`config.mk`:
```
export PLATFORM = sky130hd
export DESIGN_NAME = rx_frame_check
export DESIGN_NICKNAME = d
export VERILOG_FILES = /design/src/rtl/uart_pkg.sv /design/src/rtl/rx_majority3.sv /design/src/rtl/rx_frame_check.sv
export SDC_FILE = /design/constraint.sdc
export NUM_CORES = 1
export LEC_CHECK = 0
export ABC_AREA = 1
export CAP_MARGIN = 20
export CORE_AREA = 2 2 51 53
export DETAILED_ROUTE_END_ITERATION = 7
export DIE_AREA = 0 0 53 55
export GPL_TIMING_DRIVEN = 0
export HOLD_SLACK_MARGIN = 0.03
export PLACE_DENSITY = 0.74
export SLEW_MARGIN = 20
export SYNTH_ARGS = -nofsm -noshare
export SYNTH_HDL_FRONTEND = slang
export SYNTH_SLANG_ARGS = --single-unit
```
`constraint.sdc`:
```
create_clock -name clk -period 1.4 [get_ports clk]
set_input_delay 0.21 -clock clk [delete_from_list [all_inputs] [get_ports clk]]
set_output_delay 0.21 -clock clk [all_outputs]
set_load 0.02 [all_outputs]
```
`src/rtl/uart_pkg.sv`:
```
// uart_pkg: shared state encoding and default frame-check parameters.
package uart_pkg;

  typedef enum logic [1:0] {
    IDLE  = 2'd0,
    CHECK = 2'd1,
    DONE  = 2'd2
  } state_t;

  localparam int DEF_OVERSAMPLE = 16;
  localparam int DEF_NUM_STOP   = 1;
  localparam int DEF_DATA_W     = 8;

endpackage

```
`src/rtl/rx_majority3.sv`:
```
// rx_majority3: 2-of-3 vote plus a flag when the three samples are not unanimous.
module rx_majority3 (
  input  logic s0,
  input  logic s1,
  input  logic s2,
  output logic maj,
  output logic disagree
);

  assign maj      = (s0 & s1) | (s0 & s2) | (s1 & s2);
  assign disagree = (s0 ^ s1) | (s1 ^ s2);

endmodule

```
`src/rtl/rx_frame_check.sv`:
```
// rx_frame_check: stop-bit checker for a UART receiver.
// Started by chk_stop, it samples each stop bit mid-bit, reports framing
// error / break / noise, and keeps a saturating count of bad frames.
// Build option RX_STOP_NOISE_EN: three-sample majority vote and noise_error;
// without it a single centre sample decides and noise_error is 0.
module rx_frame_check
  import uart_pkg::*;
#(
  parameter int OVERSAMPLE = DEF_OVERSAMPLE,
  parameter int NUM_STOP   = DEF_NUM_STOP,
  parameter int DATA_W     = DEF_DATA_W,
  parameter int CNT_W      = 8
) (
  input  logic              clk,
  input  logic              reset,
  input  logic              sample_tick,
  input  logic              chk_stop,
  input  logic              rx_data_in,
  input  logic [DATA_W-1:0] rx_data,
  input  logic              err_clr,
  output logic              busy,
  output logic              frame_done,
  output logic              stop_bit_error,
  output logic              break_det,
  output logic              noise_error,
  output logic [CNT_W-1:0]  err_cnt
);

  localparam int TW = $clog2(OVERSAMPLE);
  localparam logic [TW-1:0]    T_S0    = TW'(OVERSAMPLE/2 - 1);
  localparam logic [TW-1:0]    T_S1    = TW'(OVERSAMPLE/2);
  localparam logic [TW-1:0]    T_S2    = TW'(OVERSAMPLE/2 + 1);
  localparam logic [TW-1:0]    T_MAX   = TW'(OVERSAMPLE - 1);
  localparam logic             B_LAST  = 1'(NUM_STOP - 1);
  localparam logic [CNT_W-1:0] CNT_MAX = '1;

  state_t           r_state, w_next;
  logic [TW-1:0]    r_tick;
  logic             r_bit;
  logic             r_s1;
  logic             r_acc_err;
  logic             r_stop_err, r_brk;
  logic [CNT_W-1:0] r_cnt;
  logic             w_tick, w_vote_pt, w_last, w_vote;

  assign w_tick    = (r_state == CHECK) && sample_tick;
  // The last sample position of each bit is where that bit's vote resolves.
  assign w_vote_pt = w_tick && (r_tick == T_S2);
  assign w_last    = w_vote_pt && (r_bit == B_LAST);

`ifdef RX_STOP_NOISE_EN
  logic r_s0;
  logic r_acc_noise, r_noise;
  logic w_dis;

  // Third sample is taken live from the line on the resolving tick.
  rx_majority3 u_maj (
    .s0       (r_s0),
    .s1       (r_s1),
    .s2       (rx_data_in),
    .maj      (w_vote),
    .disagree (w_dis)
  );

  // First sample of the vote window
  always_ff @(posedge clk) begin
    if (reset)                          r_s0 <= 1'b0;
    else if (w_tick && r_tick == T_S0)  r_s0 <= rx_data_in;
  end

  // Any non-unanimous stop bit in the current frame marks it noisy
  always_ff @(posedge clk) begin
    if (reset)                                r_acc_noise <= 1'b0;
    else if (r_state == IDLE && chk_stop)     r_acc_noise <= 1'b0;
    else if (w_vote_pt)                       r_acc_noise <= r_acc_noise | w_dis;
  end

  // Noise result published with the other flags
  always_ff @(posedge clk) begin
    if (reset)                 r_noise <= 1'b0;
    else if (r_state == DONE)  r_noise <= r_acc_noise;
  end

  assign noise_error = r_noise;
`else
  // Centre sample alone decides the bit.
  assign w_vote      = r_s1;
  assign noise_error = 1'b0;
`endif

  // State register
  always_ff @(posedge clk) begin
    if (reset) r_state <= IDLE;
    else       r_state <= w_next;
  end

  // Next state and status strobes; chk_stop outside IDLE is ignored
  always_comb begin
    w_next     = r_state;
    busy       = 1'b0;
    frame_done = 1'b0;
    case (r_state)
      IDLE:    if (chk_stop) w_next = CHECK;
      CHECK: begin
        busy = 1'b1;
        if (w_last) w_next = DONE;
      end
      DONE: begin
        frame_done = 1'b1;
        w_next     = IDLE;
      end
      default: w_next = IDLE;
    endcase
  end

  // Oversample position within the stop window; only real ticks advance it
  always_ff @(posedge clk) begin
    if (reset) begin
      r_tick <= '0;
      r_bit  <= 1'b0;
    end else if (r_state == IDLE && chk_stop) begin
      r_tick <= '0;
      r_bit  <= 1'b0;
    end else if (w_tick) begin
      if (r_tick == T_MAX) begin
        r_tick <= '0;
        r_bit  <= r_bit + 1'b1;
      end else begin
        r_tick <= r_tick + 1'b1;
      end
    end
  end

  // Centre sample of the current bit
  always_ff @(posedge clk) begin
    if (reset)                          r_s1 <= 1'b0;
    else if (w_tick && r_tick == T_S1)  r_s1 <= rx_data_in;
  end

  // Any stop bit voted 0 marks the frame bad
  always_ff @(posedge clk) begin
    if (reset)                             r_acc_err <= 1'b0;
    else if (r_state == IDLE && chk_stop)  r_acc_err <= 1'b0;
    else if (w_vote_pt)                    r_acc_err <= r_acc_err | ~w_vote;
  end

  // Publish frame result in DONE; held until the next frame completes
  always_ff @(posedge clk) begin
    if (reset) begin
      r_stop_err <= 1'b0;
      r_brk      <= 1'b0;
    end else if (r_state == DONE) begin
      r_stop_err <= r_acc_err;
      r_brk      <= r_acc_err && (rx_data == '0);
    end
  end

  // Saturating bad-frame counter; a clear coinciding with a bad frame leaves 1
  always_ff @(posedge clk) begin
    if (reset) begin
      r_cnt <= '0;
    end else if (r_state == DONE && r_acc_err) begin
      if (err_clr)               r_cnt <= CNT_W'(1);
      else if (r_cnt != CNT_MAX) r_cnt <= r_cnt + 1'b1;
    end else if (err_clr) begin
      r_cnt <= '0;
    end
  end

  assign stop_bit_error = r_stop_err;
  assign break_det      = r_brk;
  assign err_cnt        = r_cnt;

endmodule

```
==> out/metrics.cfg <==
[timing]
period_share_pct=91.78
max_freq_mhz=778.2
setup_tns_ns=0
rsz0062_at_grt=no
final.setup_skew_ns=0.007010
whs_ns=0.4718
setup_viol=0
report.final.slew_viol_count=0
hold_viol=0
period_needed_ns=1.285
fin_ws_ns=0.1150

[floorplanning]
initial_core_util_pct=44.18
fp-row-count=18
pin_count=27
die_w_um=53
dieArea_um2=2915
die_h_um=55
core_area_um2=2365

[clocking]
clk_pin_slew_worst_paths_ns=0.11
clockBufferDepth=2
numCtsBuffers=3
cts_tree=done
clock_latency_ns=0.29
cts_sinks=19
cts-root-buf=clkbuf_4
ctsHtreeMaxLevel=1

[pwr]
power.density_nw_per_um2=683.9
p_total_mw=0.9344
power_leakage_nw=0.5395
ir_drop_v=0.0004989

[outcome]
status=completed

[routing]
wire_per_inst_um=10.73
num_vias=996
drt-initial-drc-count=14
drc=0
via_per_inst=4.906
wirelength_um=2179
first_pass_iters=4
ant_nets=0

[setup_path]
cpPeakStageDelay_ns=0.43
cp_slowest_cell=dfxtp_1
cp-start-kind=register
critical_path_arrival_ns=1.07
crit_family=flip-flops
timing.critical_path.cells=dlygate4sd2_1
crit_type=reg2out
cp-end-kind=output port
worstPathMaxFanout=6
cp_num_buf_inv=1
required_ns=1.19

[cells_and_area]
multi_input_area_um2=583.1
drive_above_1_share_pct=18.50
fillers=245
diodes=0
mostFrequentLayoutCells=30 x nand2_1, 15 x dfxtp_1, 14 x inv_1, 14 x nor2_1, 13 x clkdlybuf4s50_1
area_growth_pct=30.78
final_nets=192
regArea_um2=387.9
final_common_cell=nand2_1
post-route-cell-area_um2=1366

[global_routing]
antenna_found_initial=0
gr-total-overflow=0
grt_pass1_wl_um=3684
grt_pass1_vias=900
grt_max_degree=11
track_usage_pct=16.94

[logic_synthesis]
ys_top_cells_by_area=dfxtp_1 36%, nand2_1 11%, a21oi_1 5.3%, nand3_1 5.3%, inv_1 5.0%
ys_types=27
syn_inst=142
yosysWarnings=0
ys_ff_latch=19
yosysTopAreaCell=dfxtp_1
avgSynthCellArea_um2=7.357
yosysSeqAreaShare_pct=36.41
synth_nets=160
netlist_area_um2=1045
synth_top_area_share_pct=36.41

[flow_run]
maxCapViolCount=0

[placed_design]
numPortBuffers=25
place_ws_ns=-0.03892
placed_area_um2=1333
gp_congestion=0.7605
dpl.hpwl_um=1758

[min_path]
hp-class=reg2reg

cells by family (layout without fill, tap and decap cells):
logic type	Yosys count	count (layout)	synth area share [%]
simple gates	70	70	32.69
compound gates	26	26	16.65
buf+inv	21	52	8.263
flops	19	19	36.41
fa+ha+maj	4	4	4.791
other cells	1	1	0.3589
xor+xnor	1	1	0.8385
tightest hold or removal path, stage by stage, from the launching register on:
cell and delay [ns]:
dfxtp_1 0.32, nand2_1 0.06, a21oi_1 0.05
through the flow:
stage | utilization (%) | cells
4_1_cts | 56.98 | 201
6_report | 57.78 | 203
3_5_place_dp | 56.35 | 197
5_1_grt | 57.78 | 203
3_3_place_gp | 56.35 | 197
2_1_floorplan | - | 142
cells in the mapped netlist (all sizes together):
library cell / number
o21bai: 1
nand2: 34
nor2: 16
nor3: 2
xor2: 1
or2: 1
inv: 18
a21oi: 15
buf: 2
a31oi: 2
conb: 1
o21ai: 6
ha: 4
o21a: 2
dfxtp: 19
nand3: 13
clkinv: 1
nand4: 4
routing by layer:
| layer | vias up | share of wire (%) | track usage [%] | wire length (um) |
|---|---|---|---|---|
| met1 | 452 | 42 | 19.11 | 909 |
| met4 | 0 | 0 | 3.846 | 0 |
| met5 | - | 0 | 0 | 0 |
| met2 | 20 | 54 | 33.54 | 1178 |
| li1 | 524 | - | - | - |
| met3 | 0 | 4.2 | 2.419 | 91 |
cell type report:
class,count,share of cell area [%]
Buffer,2,0.9158
Clock buffer,4,1.923
Inverter,19,5.586
Multi-Input combinational cell,102,42.67
Sequential cell,19,28.39
Tap cell,30,2.747
Timing Repair Buffer,27,17.77
worst paths after layout:
check	start	to	slack, ns	cells after the start
max	err_cnt[4]$_SDFFE_PP0P_	err_cnt[4]	0.12	1
min	stop_bit_error$_SDFFE_PP0N_	stop_bit_error$_SDFFE_PP0N_	0.47	2
max reg2reg	err_cnt[0]$_SDFFE_PP0P_	err_cnt[0]$_SDFFE_PP0P_	0.13	7
min reg2reg	stop_bit_error$_SDFFE_PP0N_	stop_bit_error$_SDFFE_PP0N_	0.47	2
report_power, final:
group	leakage [nW]	internal (mW)	switching (mW)
clock	0.0150	0.111	0.163
sequential	0.155	0.544	0.00677
combinational	0.369	0.0551	0.0556
total	0.540	0.709	0.225
sequential cells by signal (all words and copies together), names as in the netlist:
| signal | flops |
|---|---|
| break_det | 1 |
| stop_bit_error | 1 |
| r_acc_err | 1 |
| err_cnt | 8 |
| r_s1 | 1 |
| r_state | 2 |
| r_bit | 1 |
| r_tick | 4 |
timing repair:
action / in CTS / in global routing
endpoints found under the setup margin: 12 / 9
buffers inserted: 0 / 2
gates resized for setup: 20 / 6
pin swaps: 0 / 2
hold buffers: 0 / 0
Power figures use the tool's default switching activity.
==> edit: new RTL, same flow settings <==
Re-encode `state_t` (3 states) as one-hot, 3 bits wide.
--- a/src/rtl/uart_pkg.sv
+++ b/src/rtl/uart_pkg.sv
@@ -1,10 +1,10 @@
 // uart_pkg: shared state encoding and default frame-check parameters.
 package uart_pkg;
 
-  typedef enum logic [1:0] {
-    IDLE  = 2'd0,
-    CHECK = 2'd1,
-    DONE  = 2'd2
+  typedef enum logic [2:0] {
+    IDLE  = 3'b001,
+    CHECK = 3'b010,
+    DONE  = 3'b100
   } state_t;
 
   localparam int DEF_OVERSAMPLE = 16;
Behaviour: no difference found for any inputs over 10 cycles, from zero or initial values and one cycle with reset high; not proved beyond that.
==> edit against the original RTL <==
- total power increased by 28%
- die area unchanged
- maximum frequency decreased by 5.3%
- routed wire length increased by 13%
- design area increased by 15%
- synthesized area increased by 13%
- setup slack got worse by 0.073 ns
- sequential cell count increased by 1
- critical path type unchanged
- critical endpoint is now frame_done
==> edit: results <==
INSERT INTO impl_metrics (metric_group, metric, value, unit) VALUES
('run_status', 'outcome', 'complete, no violations', ''),
('synthesis', 'synthesized_area_fraction_occupied_by_ao_oa_aoi_and_oai_cells', '12.2', '%'),
('pwr', 'p_sw_share', '22.8', '%'),
('pwr', 'leakage', '0.000641', 'uW'),
('pwr', 'share_comb_of_total_power', '10.7', '%'),
('setup_path', 'r2r-start', 'err_cnt[1]', ''),
('placement', 'dp.final_hpwl', '1.85', 'mm'),
('sta', 'final.hold.worst_slack', '0.482', 'ns'),
('cts', 'clk-insertion-delay-late', '0.31', 'ns'),
('setup_path', 'worstRegToRegCells', '8', ''),
('synthesis', 'yosys-top-cells-area', 'dfxtp_1, nand2_1, inv_1, nor2_1, nor2_4', ''),
('final_layout', 'finalNetCount', '211', ''),
('placement', 'dpl.cell_count', '216', ''),
('setup_path', 'rrSetupSlack', '0.10', 'ns'),
('synthesis', 'synth_common_cells', 'nand2_1, dfxtp_1, inv_1, nor2_1, a21oi_1', ''),
('grt', 'global_route_wire_length_before_repair', '4.19', 'mm'),
('setup_path', 'crit_start', 'r_state[1]', ''),
('final_layout', 'drive_above_1_share', '25.5', '%'),
('grt', 'first_global_vias', '1011', ''),
('synthesis', 'adder_cell_share_of_the_synthesized_area', '4.25', '%');
-- edit: final cells by class --
class | instances | area, sq um | area share [%]
Clock inverter | 1 | 30.0 | 1.91
Inverter | 25 | 96.3 | 6.12
Buffer | 2 | 11.3 | 0.715
Multi-Input combinational cell | 114 | 716 | 45.5
Sequential cell | 20 | 415 | 26.4
Timing Repair Buffer | 27 | 245 | 15.6
Clock buffer | 3 | 22.5 | 1.43
Tap cell | 30 | 37.5 | 2.38
-- edit: metal layers --
layer | GRT usage [%] | part of all wire, %
met4 | 9.83 | 2.5
met2 | 36.3 | 52
met5 | 0 | 0
met3 | 3.23 | 4.3
met1 | 22.2 | 41
-- edit: critical path, stage by stage, from the launching register on --
cell	delay [ns]
dfxtp_2	0.37
nor2_4	0.17
nand2_4	0.09
inv_1	0.06
buf_2	0.15
-- edit: repair_timing --
| item | in CTS | in global routing |
|---|---|---|
| endpoints found under the setup margin | 12 | 10 |
| pin swaps | 0 | 6 |
| gates resized for setup | 22 | 17 |
| setup buffers | 0 | 2 |
